===== src/rtl/ex_flag_unit_pkg.sv =====
// Shared definitions for the execute-stage flag unit: ALU opcodes,
// branch condition codes, flag bit positions and the flag write-mask decode.
package ex_flag_unit_pkg;

    // Bit positions inside the {Z,V,N} flag vector
    localparam int FLG_Z = 2;
    localparam int FLG_V = 1;
    localparam int FLG_N = 0;

    typedef enum logic [2:0] {
        OP_ADD    = 3'b000,
        OP_SUB    = 3'b001,
        OP_XOR    = 3'b010,
        OP_RED    = 3'b011,
        OP_SLL    = 3'b100,
        OP_SRA    = 3'b101,
        OP_ROR    = 3'b110,
        OP_PADDSB = 3'b111
    } alu_op_e;

    typedef enum logic [2:0] {
        BR_NEQ    = 3'b000,
        BR_EQ     = 3'b001,
        BR_GT     = 3'b010,
        BR_LT     = 3'b011,
        BR_GTE    = 3'b100,
        BR_LTE    = 3'b101,
        BR_OVFL   = 3'b110,
        BR_UNCOND = 3'b111
    } br_cond_e;

    // Which flag bits an ALU opcode is allowed to overwrite
    function automatic logic [2:0] flag_mask(input logic [2:0] op);
        logic [2:0] m;
        m = 3'b000;
        case (alu_op_e'(op))
            OP_ADD, OP_SUB:                 m = 3'b111;
            OP_XOR, OP_SLL, OP_SRA, OP_ROR: m = 3'b100;
            default:                        m = 3'b000;
        endcase
        return m;
    endfunction

endpackage


===== src/rtl/ex_flag_unit_if.sv =====
// EX-stage / ID-branch / EX-MEM signal bundle for the flag unit.
interface ex_flag_unit_if #(parameter int DATA_W = 16);
    logic              ex_valid;
    logic              ex_wr_flags;
    logic [2:0]        ex_alu_op;
    logic [DATA_W-1:0] ex_alu_out;
    logic [2:0]        ex_alu_flags;
    logic              stall;
    logic              flush;
    logic              id_br_valid;
    logic [2:0]        id_br_cond;
    logic [2:0]        flags_q;
    logic              id_br_taken;
    logic              id_br_stall;
    logic              mem_valid;
    logic [DATA_W-1:0] mem_alu_out;
    logic [2:0]        mem_flags;

    // Pipeline control side: drives EX/ID, observes results
    modport master (
        output ex_valid, ex_wr_flags, ex_alu_op, ex_alu_out, ex_alu_flags,
        output stall, flush, id_br_valid, id_br_cond,
        input  flags_q, id_br_taken, id_br_stall, mem_valid, mem_alu_out, mem_flags
    );

    // Flag unit side
    modport slave (
        input  ex_valid, ex_wr_flags, ex_alu_op, ex_alu_out, ex_alu_flags,
        input  stall, flush, id_br_valid, id_br_cond,
        output flags_q, id_br_taken, id_br_stall, mem_valid, mem_alu_out, mem_flags
    );
endinterface


===== src/rtl/ex_flag_unit_br_cond_eval.sv =====
// Combinational branch condition evaluator over a {Z,V,N} flag vector.
module br_cond_eval
    import ex_flag_unit_pkg::*;
(
    input  logic [2:0] cond,
    input  logic [2:0] flags,
    output logic       taken
);
    logic z, v, n;

    assign z = flags[FLG_Z];
    assign v = flags[FLG_V];
    assign n = flags[FLG_N];

    // Condition table lookup
    always_comb begin
        taken = 1'b0;
        case (br_cond_e'(cond))
            BR_NEQ:    taken = ~z;
            BR_EQ:     taken = z;
            BR_GT:     taken = ~z & ~n;
            BR_LT:     taken = n;
            BR_GTE:    taken = z | (~z & ~n);
            BR_LTE:    taken = n | z;
            BR_OVFL:   taken = v;
            BR_UNCOND: taken = 1'b1;
            default:   taken = 1'b0;
        endcase
    end
endmodule


===== src/rtl/ex_flag_unit.sv =====
// Execute-stage back end: selective flag register, EX/MEM result register
// and ID branch resolution with an optional EX->ID flag bypass.
module ex_flag_unit
    import ex_flag_unit_pkg::*;
#(
    parameter int DATA_W = 16,
    parameter bit FWD_EN = 1'b1
) (
    input  logic         clk,
    input  logic         rst_n,
    ex_flag_unit_if.slave bus
);
    logic              upd;
    logic [2:0]        mask;
    logic [2:0]        merged_flags;
    logic [2:0]        eff_flags;
    logic              cond_taken;
    logic              br_stall;

    logic [2:0]        flag_q, flag_d;
    logic              mem_valid_q, mem_valid_d;
    logic [DATA_W-1:0] mem_alu_out_q, mem_alu_out_d;
    logic [2:0]        mem_flags_q, mem_flags_d;

    // Decode which flags the EX instruction writes and what they would become
    always_comb begin
        mask         = flag_mask(bus.ex_alu_op);
        upd          = bus.ex_valid & bus.ex_wr_flags & ~bus.flush;
        merged_flags = (flag_q & ~mask) | (bus.ex_alu_flags & mask);
    end

    // Flag register next state: commit only for a live, unstalled writer
    always_comb begin
        flag_d = flag_q;
        if (upd && !bus.stall) begin
            flag_d = merged_flags;
        end
    end

    // EX/MEM next state: flush makes a bubble but keeps data, stall holds all
    always_comb begin
        mem_valid_d   = mem_valid_q;
        mem_alu_out_d = mem_alu_out_q;
        mem_flags_d   = mem_flags_q;
        if (bus.flush) begin
            mem_valid_d = 1'b0;
        end else if (!bus.stall) begin
            mem_valid_d   = bus.ex_valid;
            mem_alu_out_d = bus.ex_alu_out;
            mem_flags_d   = bus.ex_alu_flags;
        end
    end

    // State registers with asynchronous reset
    always_ff @(posedge clk or negedge rst_n) begin
        if (!rst_n) begin
            flag_q        <= 3'b000;
            mem_valid_q   <= 1'b0;
            mem_alu_out_q <= '0;
            mem_flags_q   <= 3'b000;
        end else begin
            flag_q        <= flag_d;
            mem_valid_q   <= mem_valid_d;
            mem_alu_out_q <= mem_alu_out_d;
            mem_flags_q   <= mem_flags_d;
        end
    end

    // Branch flag source: bypass EX when enabled, else stall on a pending writer
    always_comb begin
        eff_flags = flag_q;
        br_stall  = 1'b0;
        if (FWD_EN) begin
            if (upd) begin
                eff_flags = merged_flags;
            end
        end else begin
            br_stall = bus.id_br_valid & upd & (mask != 3'b000);
        end
    end

    br_cond_eval u_br_cond_eval (
        .cond  (bus.id_br_cond),
        .flags (eff_flags),
        .taken (cond_taken)
    );

    assign bus.flags_q     = flag_q;
    assign bus.id_br_stall = br_stall;
    assign bus.id_br_taken = bus.id_br_valid & cond_taken & ~br_stall;
    assign bus.mem_valid   = mem_valid_q;
    assign bus.mem_alu_out = mem_alu_out_q;
    assign bus.mem_flags   = mem_flags_q;
endmodule


===== src/flat_wrapper.sv =====
// flat-port wrapper written by rule: the top's interface ports become plain ports
module ex_flag_unit_flat import ex_flag_unit_pkg::*;
#(
    parameter int DATA_W = 16,
    parameter bit FWD_EN = 1'b1
)
  (clk, rst_n, bus_ex_valid, bus_ex_wr_flags, bus_ex_alu_op, bus_ex_alu_out, bus_ex_alu_flags, bus_stall, bus_flush, bus_id_br_valid, bus_id_br_cond, bus_flags_q, bus_id_br_taken, bus_id_br_stall, bus_mem_valid, bus_mem_alu_out, bus_mem_flags);
  ex_flag_unit_if #(.DATA_W(DATA_W)) bus_i ();
  input  logic clk;
  input  logic rst_n;
  input wire logic [$bits(bus_i.ex_valid)-1:0] bus_ex_valid;
  input wire logic [$bits(bus_i.ex_wr_flags)-1:0] bus_ex_wr_flags;
  input wire logic [$bits(bus_i.ex_alu_op)-1:0] bus_ex_alu_op;
  input wire logic [$bits(bus_i.ex_alu_out)-1:0] bus_ex_alu_out;
  input wire logic [$bits(bus_i.ex_alu_flags)-1:0] bus_ex_alu_flags;
  input wire logic [$bits(bus_i.stall)-1:0] bus_stall;
  input wire logic [$bits(bus_i.flush)-1:0] bus_flush;
  input wire logic [$bits(bus_i.id_br_valid)-1:0] bus_id_br_valid;
  input wire logic [$bits(bus_i.id_br_cond)-1:0] bus_id_br_cond;
  output wire logic [$bits(bus_i.flags_q)-1:0] bus_flags_q;
  output wire logic [$bits(bus_i.id_br_taken)-1:0] bus_id_br_taken;
  output wire logic [$bits(bus_i.id_br_stall)-1:0] bus_id_br_stall;
  output wire logic [$bits(bus_i.mem_valid)-1:0] bus_mem_valid;
  output wire logic [$bits(bus_i.mem_alu_out)-1:0] bus_mem_alu_out;
  output wire logic [$bits(bus_i.mem_flags)-1:0] bus_mem_flags;
  assign bus_i.ex_valid = bus_ex_valid;
  assign bus_i.ex_wr_flags = bus_ex_wr_flags;
  assign bus_i.ex_alu_op = bus_ex_alu_op;
  assign bus_i.ex_alu_out = bus_ex_alu_out;
  assign bus_i.ex_alu_flags = bus_ex_alu_flags;
  assign bus_i.stall = bus_stall;
  assign bus_i.flush = bus_flush;
  assign bus_i.id_br_valid = bus_id_br_valid;
  assign bus_i.id_br_cond = bus_id_br_cond;
  assign bus_flags_q = bus_i.flags_q;
  assign bus_id_br_taken = bus_i.id_br_taken;
  assign bus_id_br_stall = bus_i.id_br_stall;
  assign bus_mem_valid = bus_i.mem_valid;
  assign bus_mem_alu_out = bus_i.mem_alu_out;
  assign bus_mem_flags = bus_i.mem_flags;
  ex_flag_unit #(.DATA_W(DATA_W), .FWD_EN(FWD_EN)) u_core (.clk(clk), .rst_n(rst_n), .bus(bus_i));
endmodule

===== config.mk =====
export PLATFORM = sky130hd
export DESIGN_NAME = ex_flag_unit_flat
export DESIGN_NICKNAME = d
export VERILOG_FILES = /design/src/rtl/ex_flag_unit_pkg.sv /design/src/rtl/ex_flag_unit_if.sv /design/src/rtl/ex_flag_unit_br_cond_eval.sv /design/src/rtl/ex_flag_unit.sv /design/src/flat_wrapper.sv
export SDC_FILE = /design/constraint.sdc
export NUM_CORES = 1
export LEC_CHECK = 0
export BUFFER_PORTS_ARGS = -buffer_cell sky130_fd_sc_hd__buf_2
export CAP_MARGIN = 20
export CORE_AREA = 2 2 54 51
export DETAILED_ROUTE_END_ITERATION = 7
export DIE_AREA = 0 0 56 53
export PLACE_DENSITY_LB_ADDON = 0.25
export SETUP_SLACK_MARGIN = 0.5
export SYNTH_ARGS = -nofsm -noshare
export SYNTH_HDL_FRONTEND = slang
export SYNTH_SLANG_ARGS = --single-unit

===== constraint.sdc =====
create_clock -name clk -period 2.1 [get_ports clk]
set_input_delay 0.315 -clock clk [delete_from_list [all_inputs] [get_ports clk]]
set_output_delay 0.315 -clock clk [all_outputs]
set_load 0.01 [all_outputs]

==> metrics.md, run 1 <==
| Metric | Value |
|---|---|
| Run status | finished clean |
| First-pass GRT wire length | 3525 um |
| GRT Util Overall | 15.60% |
| Dominant cells by area after synthesis | dfrtp_1 56%, mux2_2 24%, nand3b_4 1.9% |
| Clk root buf | clkbuf_4 |
| Share of layout cells above drive strength 1 | between 60% and 70% |
| Clock Latency Late Sink | 290 ps |
| Routed len/inst | 13.38 um |
| Port Buffers | 55 |
| Pleak | between 0.6 and 0.7 nW |
| Post-DP Area | approximately 0.0013 mm^2 |
| Crit-path max FO | 5 |
| Row count | 17 |
| Number of H-tree levels | 1 |
| Crit path required time | 1780 ps |
| Crit Path Category | primary input to output port |
| Post-route ant nets | 0 |
| Net count after synthesis | 107 |
| Final core utilization | approximately 59% |
| WP data arrival | 1640 ps |
| Final Hold Violating Endpoints | 0 |
| Max Transition Viols Final | 0 |
| Total CTS buffers | 3 |
| Worst Setup Start Kind | primary input |
| Cell area after synthesis | 0.001036 mm^2 |
| Final setup violation count | 0 |
| Core area | roughly 0.0024 mm^2 |
| Critical path capture point type | output port |
| Routability cong. | 0.8294 |
| Detailed placement HPWL | 1681 um |
| Critical path buffer and inverter count | 2 |
| Slowest CP cell | or4b_4 |
| Most common cell after layout, fill and taps aside | buf_2 |
| Seq/Total Area, Yosys | 55.56% |
| Routed wire length | 2195 um |
| Final Skew | 0 ps |
| Final min period | 1956 ps |
| Clk slew on worst S/H paths | 120 ps |
| Min Hold Slack | 153.3 ps |
| Via Count | roughly 830 |
| Max VDD drop | 0.5847 mV |
| Final instance area | 0.001416 mm^2 |
| Unique masters post-synth | 27 |
| Nets | ~170 |
| Pwr Density | 722.3 mW/mm^2 |
| 1st-iter DRT viols | 24 |
| Top cell family by delay on the critical path | simple AND/OR/NAND/NOR gates |
| Die Wd | approximately 56 um |
| DRC | 0 |
| Vias in the first global route | 774 |
| GRT overflow | 0 |
| Commonest cells after routing, fill and taps aside | 54 x buf_2, 23 x dfrtp_1, 22 x mux2_2 |
| #FFs+latches synth | 23 |
| Worst Hold Class | primary input to register |
| Number of detailed-route iterations in the first pass | 3 |
| Largest stage delay on the critical path | 550 ps |
| Routed vias/inst | a little over 5 |
| RSZ-0062 raised after global routing | true |
| Num ports | 57 |
| Initial Util | 43.49% |
| Post-synth top area cell | dfrtp_1 |
| CTS max path bufs | 2 |
| Post-Syn Instances | 75 |
| Largest net degree at the start of global routing | 24 |
| Yosys top cell area share | 55.56% |
| Worst path cell trace | buf_6, nand3b_4, or4b_4, a21oi_4, o21ai_2, a31oi_1, buf_2 |
| Final worst-path cycle share | between 90 and 100% |
| Warnings from Yosys | 0 |
| Fmax | 511.2 MHz |
| Maxcap violations | 0 |
| Syn-to-layout area delta | 36.72% |
| DIE AREA | 0.002968 mm^2 |
| CTS tree | done |
| Average cell area after synthesis | 13.81 um^2 |
| Total negative setup slack | 0 ps |
| CTS Sinks | 23 |
| Initial antenna violation count | 0 |
| Die height | 53 um |
| N_diodes | 0 |
Yosys cell counts:
master     n
and2_1     2
a22o_1     1
nand3_1    1
o21ai_1    1
o311ai_0   1
o31ai_1    1
a31oi_1    1
nand3b_4   1
o21ai_0    2
a21o_1     1
dfrtp_1   23
or2_2      1
nand4b_1   1
buf_2      1
o41ai_1    1
buf_4      1
mux2_2    22
nor3_1     1
nor3b_1    1
a21oi_2    1
or3_1      2
mux2i_1    1
nor2_2     1
nor2b_1    1
or4b_4     1
nor2_1     3
conb_1     1
sequential cells by signal (all words and copies together), names as in the netlist:
signal                  cells
u_core.bus.flags_q          3
u_core.bus.mem_alu_out     16
u_core.bus.mem_flags        3
u_core.bus.mem_valid        1
area by class of cell:
cell class | instances | area (um^2)
Tap cell | 28 | 35.03
Sequential cell | 23 | 575.6
Multi-Input combinational cell | 50 | 464.2
Clock buffer | 3 | 22.52
Clock inverter | 1 | 5.005
Timing Repair Buffer | 59 | 314.1
Fill cell | 207 | 965.9
stage by stage:
stage	std cells	setup WS, ps	power, mW
after global placement	157	208.9	0.8182
after CTS	162	189.4	1.027
final	164	143.7	1.023
after global routing	164	61.82	1.087
after detailed placement	157	175.7	0.8303
after floorplan	75	397.9	0.6955
routing by layer:
metal	vias up	part of all wire (%)	wire length (um)	global-route usage [%]
met1	396	42	923	18.29
met3	4	4.4	97	1.467
li1	397	-	-	-
met5	-	0	0	0
met2	28	52	1144	29.02
met4	0	1.4	30	7.540
logic make-up (layout without fill, tap and decap cells):
logic type      Yosys count  count (layout)  synth area share, %
other cells               1               1               0.3620
simple gates             16              16                11.11
mux                      23              23                24.88
flops                    23              23                55.56
compound gates           10              10                6.885
buf+inv                   2              63                1.208
power by group:
part	leakage (nW)	switching, mW	internal, mW
combinational	0.405	0.133	0.152
sequential	0.274	0.0349	0.509
clock	0.0177	0.123	0.0708
timing repair:
action | 4_1_cts | 5_1_grt
endpoints found under the setup margin | 1 | 1
pin swaps | 2 | 4
gates cloned | 0 | 0
gates resized for setup | 0 | 5
endpoints found under the hold margin | 23 | 0
hold buffers | 1 | 0
setup buffers | 0 | 2
worst paths after layout:
kind / startpoint / endpoint / slack (ps) / depth (start not counted)
hold reg to reg: u_core.bus.mem_flags[1] / u_core.bus.mem_flags[1] / 510 / 1
setup / recovery: bus_flush / bus_id_br_taken / 140 / 7
min in group asynchronous: rst_n / u_core.bus.mem_alu_out[12] / 510 / 2
setup reg to reg: u_core.bus.flags_q[0] / u_core.bus.flags_q[0] / 1300 / 1
hold / removal: bus_flush / u_core.bus.mem_valid / 150 / 2
max in group asynchronous: rst_n / u_core.bus.mem_alu_out[10] / 1250 / 2
No activity file was read; power rests on OpenSTA's default activity.
==> run 2, diff against run 1 <==
--- a/config.mk
+++ b/config.mk
@@ -7,10 +7,11 @@
 export LEC_CHECK = 0
 export BUFFER_PORTS_ARGS = -buffer_cell sky130_fd_sc_hd__buf_2
 export CAP_MARGIN = 20
-export CORE_AREA = 2 2 54 51
+export CORE_AREA = 2 2 55 52
 export DETAILED_ROUTE_END_ITERATION = 7
-export DIE_AREA = 0 0 56 53
-export PLACE_DENSITY_LB_ADDON = 0.25
+export DIE_AREA = 0 0 57 54
+export PLACE_DENSITY = 0.83
+export REMOVE_ABC_BUFFERS = 1
 export SETUP_SLACK_MARGIN = 0.5
 export SYNTH_ARGS = -nofsm -noshare
 export SYNTH_HDL_FRONTEND = slang
==> constraint.sdc (replaced) <==
create_clock -name clk -period 1.85 [get_ports clk]
set_input_delay 0.2775 -clock clk [delete_from_list [all_inputs] [get_ports clk]]
set_output_delay 0.2775 -clock clk [all_outputs]
set_load 0.01 [all_outputs]
==> run 2 against run 1 <==
Sequential share of layout area rose by 0.29 points. Global-route usage fell by 0.38 points. Die area rose by 3.7%. Routed wire length fell by 1.0%. Critical endpoint unchanged. Clock skew did not move. Cell count rose by 1.2%. Sequential cell count did not move. Worst setup slack got worse by 92 ps. Cell area fell by 0.71%.
==> metrics.md, run 2 (same netlist as run 1, synthesis figures left out) <==
| Metric | Value |
|---|---|
| Run status | finished clean |
| First-pass GRT wire length | 3574 um (+1.4%) |
| Clock Latency Late Sink | 300 ps (about the same) |
| 1st-iter DRT viols | 31 (+29%) |
| Maxcap violations | 0 (unchanged) |
| Detailed placement HPWL | 1695 um (+0.83%) |
| Routability cong. | 0.8276 (-0.22%) |
| Pwr Density | 827.9 mW/mm^2 (+15%) |
| Routed len/inst | 13.09 um (-2.2%) |
| Nets | 169 (unchanged) |
| Hold Path Cell Cnt | 2 (unchanged) |
| Final setup violation count | 0 (unchanged) |
| Worst r2r path cells | 1 (unchanged) |
| Final worst-path cycle share | 97.19% |
| Row count | 18 (+1) |
| Post-route ant nets | 0 (unchanged) |
| R2R setup slack | 1030 ps (-270 ps) |
| Routed vias/inst | 5.253 (+4.4%) |
| WP data arrival | 1520 ps (-120 ps) |
| Final Skew | 0 ps (unchanged) |
| Worst R2R End | u_core.bus.flags_q[0] |
| Post-CTS Setup Inserts | 0 (unchanged) |
| Number of H-tree levels | 1 (unchanged) |
| Die height | 54 um (+1.9%) |
| Port Buffers | 55 (unchanged) |
| Pleak | 0.6935 nW (-0.42%) |
| Max FFs per register | 16 (unchanged) |
| DRC | 0 (unchanged) |
| RR Startpoint | u_core.bus.flags_q[0] |
| Worst Hold End | u_core.bus.mem_alu_out[3] |
| Commonest cells after routing, fill and taps aside | 54 x buf_2, 23 x dfrtp_1, 22 x mux2_2 |
| GRT overflow | 0 (unchanged) |
| Routed wire length | 2173 um (-1.0%) |
| Hold path start | bus_ex_alu_out[3] |
| GRT Util Overall | 15.22% (-0.38 points) |
| Total negative setup slack | 0 ps (unchanged) |
| Fillers | 230 (+11%) |
| Largest net degree at the start of global routing | 24 (unchanged) |
| Syn-to-layout area delta | 35.75% |
| Share of layout cells above drive strength 1 | 65.44% (-1.5 points) |
| CTS Sinks | 23 (unchanged) |
| Number of detailed-route iterations in the first pass | 4 (+1) |
| CTS tree | done |
| Final Hold Violating Endpoints | 0 (unchanged) |
| Initial antenna violation count | 0 (unchanged) |
| Crit-path max FO | 6 (+1) |
| DIE AREA | 0.003078 mm^2 (+3.7%) |
| CTS max path bufs | 2 (unchanged) |
| Most common cell after layout, fill and taps aside | buf_2 |
| Max VDD drop | 0.5259 mV (-10%) |
| Clk root buf | clkbuf_4 |
| Max Transition Viols Final | 0 (unchanged) |
| Total CTS buffers | 3 (unchanged) |
| Final min period | 1798 ps |
| Worst Hold Class | primary input to register |
| Via Count | 872 (+5.7%) |
| N_diodes | 0 (unchanged) |
| Die Wd | 57 um (+1.8%) |
| Core area | 0.002567 mm^2 (+7.8%) |
| RSZ-0062 raised after global routing | true |
| Crit path required time | 1570 ps (-210 ps) |
| Pwr Total | 1.164 mW (+14%) |
| Worst Setup Start Kind | primary input |
| Fmax | ~560 MHz |
| Critical path capture point type | output port |
| Vias in the first global route | 861 (+11%) |
| Num ports | 57 (unchanged) |
| Clk slew on worst S/H paths | 120 ps (about the same) |
| Initial Util | 40.35% (-3.1 points) |
| Crit Path Category | primary input to output port |
[run 2: cell count changes in the layout (fill, tap and decap cells not counted), sizes merged]
cell / delta
clkbuf: +1
clkinv: -1
[run 2: area by class of cell]
type	count	area, um^2	share of cell area [%]
Timing Repair Buffer	59	314.1	22.33
Sequential cell	23	575.6	40.93
Clock buffer	4	26.28	1.868
Tap cell	30	37.54	2.669
Multi-Input combinational cell	50	452.9	32.21
[run 2: how the worst max path moves through the flow]
stage | end | slack [ps] | from
floorplan | bus_id_br_taken | 220 | bus_flush
global placement | bus_id_br_taken | 50 | bus_flush
detailed placement | bus_id_br_taken | 8 | bus_flush
CTS | bus_id_br_taken | 20 | bus_flush
global route | bus_id_br_taken | 5 | bus_flush
finish | bus_id_br_taken | 50 | bus_flush
[run 2: timing repair]
item,4_1_cts,5_1_grt
gates resized for setup,1,4
pin swaps,2,1
hold buffers,1,0
endpoints found under the hold margin,23,0
endpoints found under the setup margin,1,1
[run 2: report_power, final]
group	switching, mW	total (mW)	internal, mW
Combinational	0.148	0.323	0.175
Sequential	0.0423	0.621	0.578
Clock	0.137	0.221	0.0839
[run 2: metal layers]
layer / track usage, % / wire (um)
met5: 0 / 0
met4: 7.364 / 23
met3: 3.846 / 200
met2: 27.78 / 1092
met1: 16.82 / 857
[run 2: worst max-delay path, cell delays in order]
cell      delay [ps]
buf_6             90
nand3b_4         170
or4b_4           500
nand4b_1         110
a22o_1           130
a31oi_1           80
buf_2            150
[run 2: per-stage QoR]
| step | utilization [%] | cells | worst slack (ps) | hold WS (ps) | area [um^2] |
|---|---|---|---|---|---|
| after floorplan | - | 73 | 222.9 | -18.09 | 1023 |
| after global placement | 52.92 | 161 | 47.28 | 261.6 | 1359 |
| after detailed placement | 52.92 | 161 | 7.877 | 271.0 | 1359 |
| after CTS | 54.34 | 166 | 21.69 | 185.1 | 1395 |
| after global routing | 54.78 | 166 | 5.219 | 168.8 | 1406 |
| final | 54.78 | 166 | 52.01 | 202.0 | 1406 |
==> run 3, diff against run 2 <==
--- a/config.mk
+++ b/config.mk
@@ -5,11 +5,12 @@
 export SDC_FILE = /design/constraint.sdc
 export NUM_CORES = 1
 export LEC_CHECK = 0
+export ABC_AREA = 1
 export BUFFER_PORTS_ARGS = -buffer_cell sky130_fd_sc_hd__buf_2
 export CAP_MARGIN = 20
-export CORE_AREA = 2 2 55 52
+export CORE_AREA = 2 2 57 53
 export DETAILED_ROUTE_END_ITERATION = 7
-export DIE_AREA = 0 0 57 54
+export DIE_AREA = 0 0 59 55
 export PLACE_DENSITY = 0.83
 export REMOVE_ABC_BUFFERS = 1
 export SETUP_SLACK_MARGIN = 0.5
==> run 3 against run 2 <==
Die area up 5.4%. Clock-buffer cell count unchanged. Sequential share of layout area down 3.3 points. Hold slack worse by 39 ps. Worst setup slack better by 69 ps. Non-clock buffer count up 3. Sequential power down 2%. First-iteration DRC count up 81%. Combinational power up 9.3%. Clock skew unchanged. Critical path depth up 1. Sequential cell count unchanged. Critical endpoint unchanged. Highest routed layer unchanged.
==> metrics.md, run 3 <==
| Metric | Value |
|---|---|
| Top FF cell, synth | dfrtp_1 |
| RSZ-0062 raised after global routing | true |
| Commonest cells after routing, fill and taps aside | 74 x nand2_1, 55 x buf_2, 23 x dfrtp_1 |
| CTS max path bufs | 2 (unchanged) |
| Worst Setup Start Kind | register |
| Critical path capture point type | output port |
| Routed wire length | 2599 um (+20%) |
| DRC | 0 (unchanged) |
| Largest net degree at the start of global routing | 24 (unchanged) |
| Worst Hold Class | primary input to register |
| Vias in the first global route | 1045 (+21%) |
| Min Hold Slack | 163.1 ps (-38.91 ps) |
| Pleak | 0.9028 nW (+30%) |
| Worst r2r path cells | 5 (+4) |
| Detailed placement HPWL | 1969 um (+16%) |
| Final Hold Violating Endpoints | 0 (unchanged) |
| Number of detailed-route iterations in the first pass | 4 (unchanged) |
| Post-route ant nets | 0 (unchanged) |
| Run status | finished clean |
| Fraction of registers with async set/reset | 100.0% (unchanged) |
| Warnings from Yosys | 0 (unchanged) |
| Max Transition Viols Final | 0 (unchanged) |
| Crit-path max FO | 4 (-2) |
| Final setup violation count | 0 (unchanged) |
| Max VDD drop | 0.5407 mV (+2.8%) |
| Final worst-path cycle share | 93.47% (-3.7 points) |
| First-pass GRT wire length | 4319 um (+21%) |
| Via Count | 1148 (+32%) |
| Die Wd | 59 um (+3.5%) |
| Average cell area after synthesis | 7.344 um^2 (-47%) |
| Crit path required time | 1570 ps (about the same) |
| Slew Limit Headroom | approximately 66% |
| Crit Path Category | register to output port |
| Fmax | 578.3 MHz (+4.0%) |
| Nets | 248 (+47%) |
| Final min period | 1729 ps (-68.76 ps) |
| Clock Latency Late Sink | 300 ps (about the same) |
| Post-Syn Instances | 153 (+100%) |
| GRT overflow | 0 (unchanged) |
| Worst path cell trace | nand3_2, nand3_2, nand2_2, nand3_2, nand2_2, nor2_2, a21oi_2, buf_2 |
| Die height | 55 um (+1.9%) |
| Fillers | 265 (+15%) |
| Largest stage delay on the critical path | 440 ps (-60 ps) |
| CTS tree | done |
| WP data arrival | 1450 ps (-70 ps) |
| Hold Path Cell Cnt | 3 (+1) |
| Total negative setup slack | 0 ps (unchanged) |
| Initial Util | 42.28% (+1.9 points) |
| Total CTS buffers | 3 (unchanged) |
| CTS Sinks | 23 (unchanged) |
| R2R setup slack | 720 ps (-310 ps) |
| Routed len/inst | 10.61 um (-19%) |
| GRT Util Overall | 17.78% (+2.6 points) |
| Most common cell after layout, fill and taps aside | nand2_1 |
| Max FFs per register | 16 (unchanged) |
| Port Buffers | 55 (unchanged) |
| Slowest CP cell | dfrtp_1 |
| Seq/Total Area, Yosys | 51.22% (-4.3 points) |
| Dominant cells by area after synthesis | dfrtp_1 51%, nand2_1 26%, nand3_1 5.3% |
| Slew @ Worst Pin | slightly above 500 ps |
| Final Skew | 0 ps (unchanged) |
| N_diodes | 0 (unchanged) |
| Row count | 18 (unchanged) |
| Clk slew on worst S/H paths | 120 ps (about the same) |
| Post-synth EDFFs | 0 (unchanged) |
| Yosys top cell area share | 51.22% (-4.3 points) |
| Core area | 0.002658 mm^2 (+3.5%) |
| Top cells by count, synth | 78 x nand2_1, 23 x dfrtp_1, 12 x nand3_1, 11 x inv_1, 7 x nor2_1 |
| Pwr Density | 772.8 mW/mm^2 (-6.6%) |
| Unique masters post-synth | 20 (-26%) |
| Initial antenna violation count | 0 (unchanged) |
| Syn-to-layout area delta | 36.30% |
| DIE AREA | 0.003245 mm^2 (+5.4%) |
| Routability cong. | 0.7807 (-5.7%) |
| Maxcap violations | 0 (unchanged) |
| Cell area after synthesis | 0.001124 mm^2 (+8.5%) |
| Num ports | 57 (unchanged) |
| Crit path top cell by count | nand3_2 |
| Share of layout cells above drive strength 1 | 37.67% (-28 points) |
| 1st-iter DRT viols | 56 (+81%) |
| Post-synth top area cell | dfrtp_1 |
| Number of H-tree levels | 1 (unchanged) |
| Pwr Total | 1.184 mW (+1.7%) |
| Most frequent cell after synthesis | nand2_1 |
| Clk root buf | clkbuf_4 |
| #FFs+latches synth | 23 (unchanged) |
| Routed vias/inst | 4.686 (-11%) |
-- run 3: cell types whose count changed after synthesis, sizes merged, moves of 2 or more --
cell / before / now
nand3: 1 / 13
nor2: 4 / 9
mux2: 22 / 0
or3: 2 / 0
nand2: 0 / 78
inv: 0 / 14
and2: 2 / 0
buf: 2 / 4
-- run 3: per-stage QoR --
stage / worst slack, ps / cells / instance area [um^2] / utilization (%)
2_1_floorplan: 537.7 / 149 / 1101 / -
3_3_place_gp: 320.5 / 235 / 1421 / 53.48
3_5_place_dp: 292.5 / 235 / 1421 / 53.48
4_1_cts: 127.3 / 244 / 1511 / 56.87
5_1_grt: -7.117 / 245 / 1531 / 57.63
6_report: 120.8 / 245 / 1531 / 57.63
-- run 3: worst paths after layout --
path	start	end
max	u_core.bus.flags_q[2]	bus_id_br_taken
min	bus_ex_alu_out[11]	u_core.bus.mem_alu_out[11]
max reg2reg	u_core.bus.flags_q[2]	u_core.bus.flags_q[2]
min reg2reg	u_core.bus.mem_alu_out[13]	u_core.bus.mem_alu_out[13]
max in group asynchronous	rst_n	u_core.bus.mem_flags[1]
min in group asynchronous	rst_n	u_core.bus.mem_flags[0]
-- run 3: final cells by class --
class / instances / area [um^2] / share of cell area, %
sequential: 23 / 575.6 / 37.58
multi-input combinational: 112 / 505.5 / 33.01
timing repair buffer: 62 / 334.1 / 21.81
inverter: 14 / 52.55 / 3.431
tap: 30 / 37.54 / 2.451
clock buffer: 4 / 26.28 / 1.716
-- run 3: kinds of logic after synthesis --
family          count (synthesis)  share of synthesized area, %
simple gates                  103                         37.64
buf+inv                        18                         6.681
compound gates                  8                         4.121
flops                          23                         51.22
other cells                     1                        0.3338
-- run 3: critical path, delay by kind of cell (launching register included) --
family | cells | cell delay, ps
buffers and inverters | 1 | 130
AOI/OAI and AO/OA | 1 | 90
DFF | 1 | 440
and+or+nand+nor | 6 | 480
-- run 3: what timing repair did --
item,CTS,global route
gates resized for setup,7,4
cloned,0,0
endpoints found under the setup margin,1,1
hold endpoints to repair,23,0
hold buffers,1,0
pin swaps,4,3
buffers inserted,4,1
-- run 3: per-layer routing --
layer	track usage, %	part of all wire (%)	vias to the layer above
li1	-	-	596
met1	21.64	43	511
met2	31.11	50	36
met3	3.488	6.1	5
met4	7.576	1.4	0
met5	0	0	-
-- run 3: where the power goes --
group | leakage (nW) | internal (mW) | switching (mW)
clock network | 0.0150 | 0.0841 | 0.137
logic | 0.605 | 0.155 | 0.199
registers | 0.283 | 0.569 | 0.0402
total | 0.903 | 0.808 | 0.375
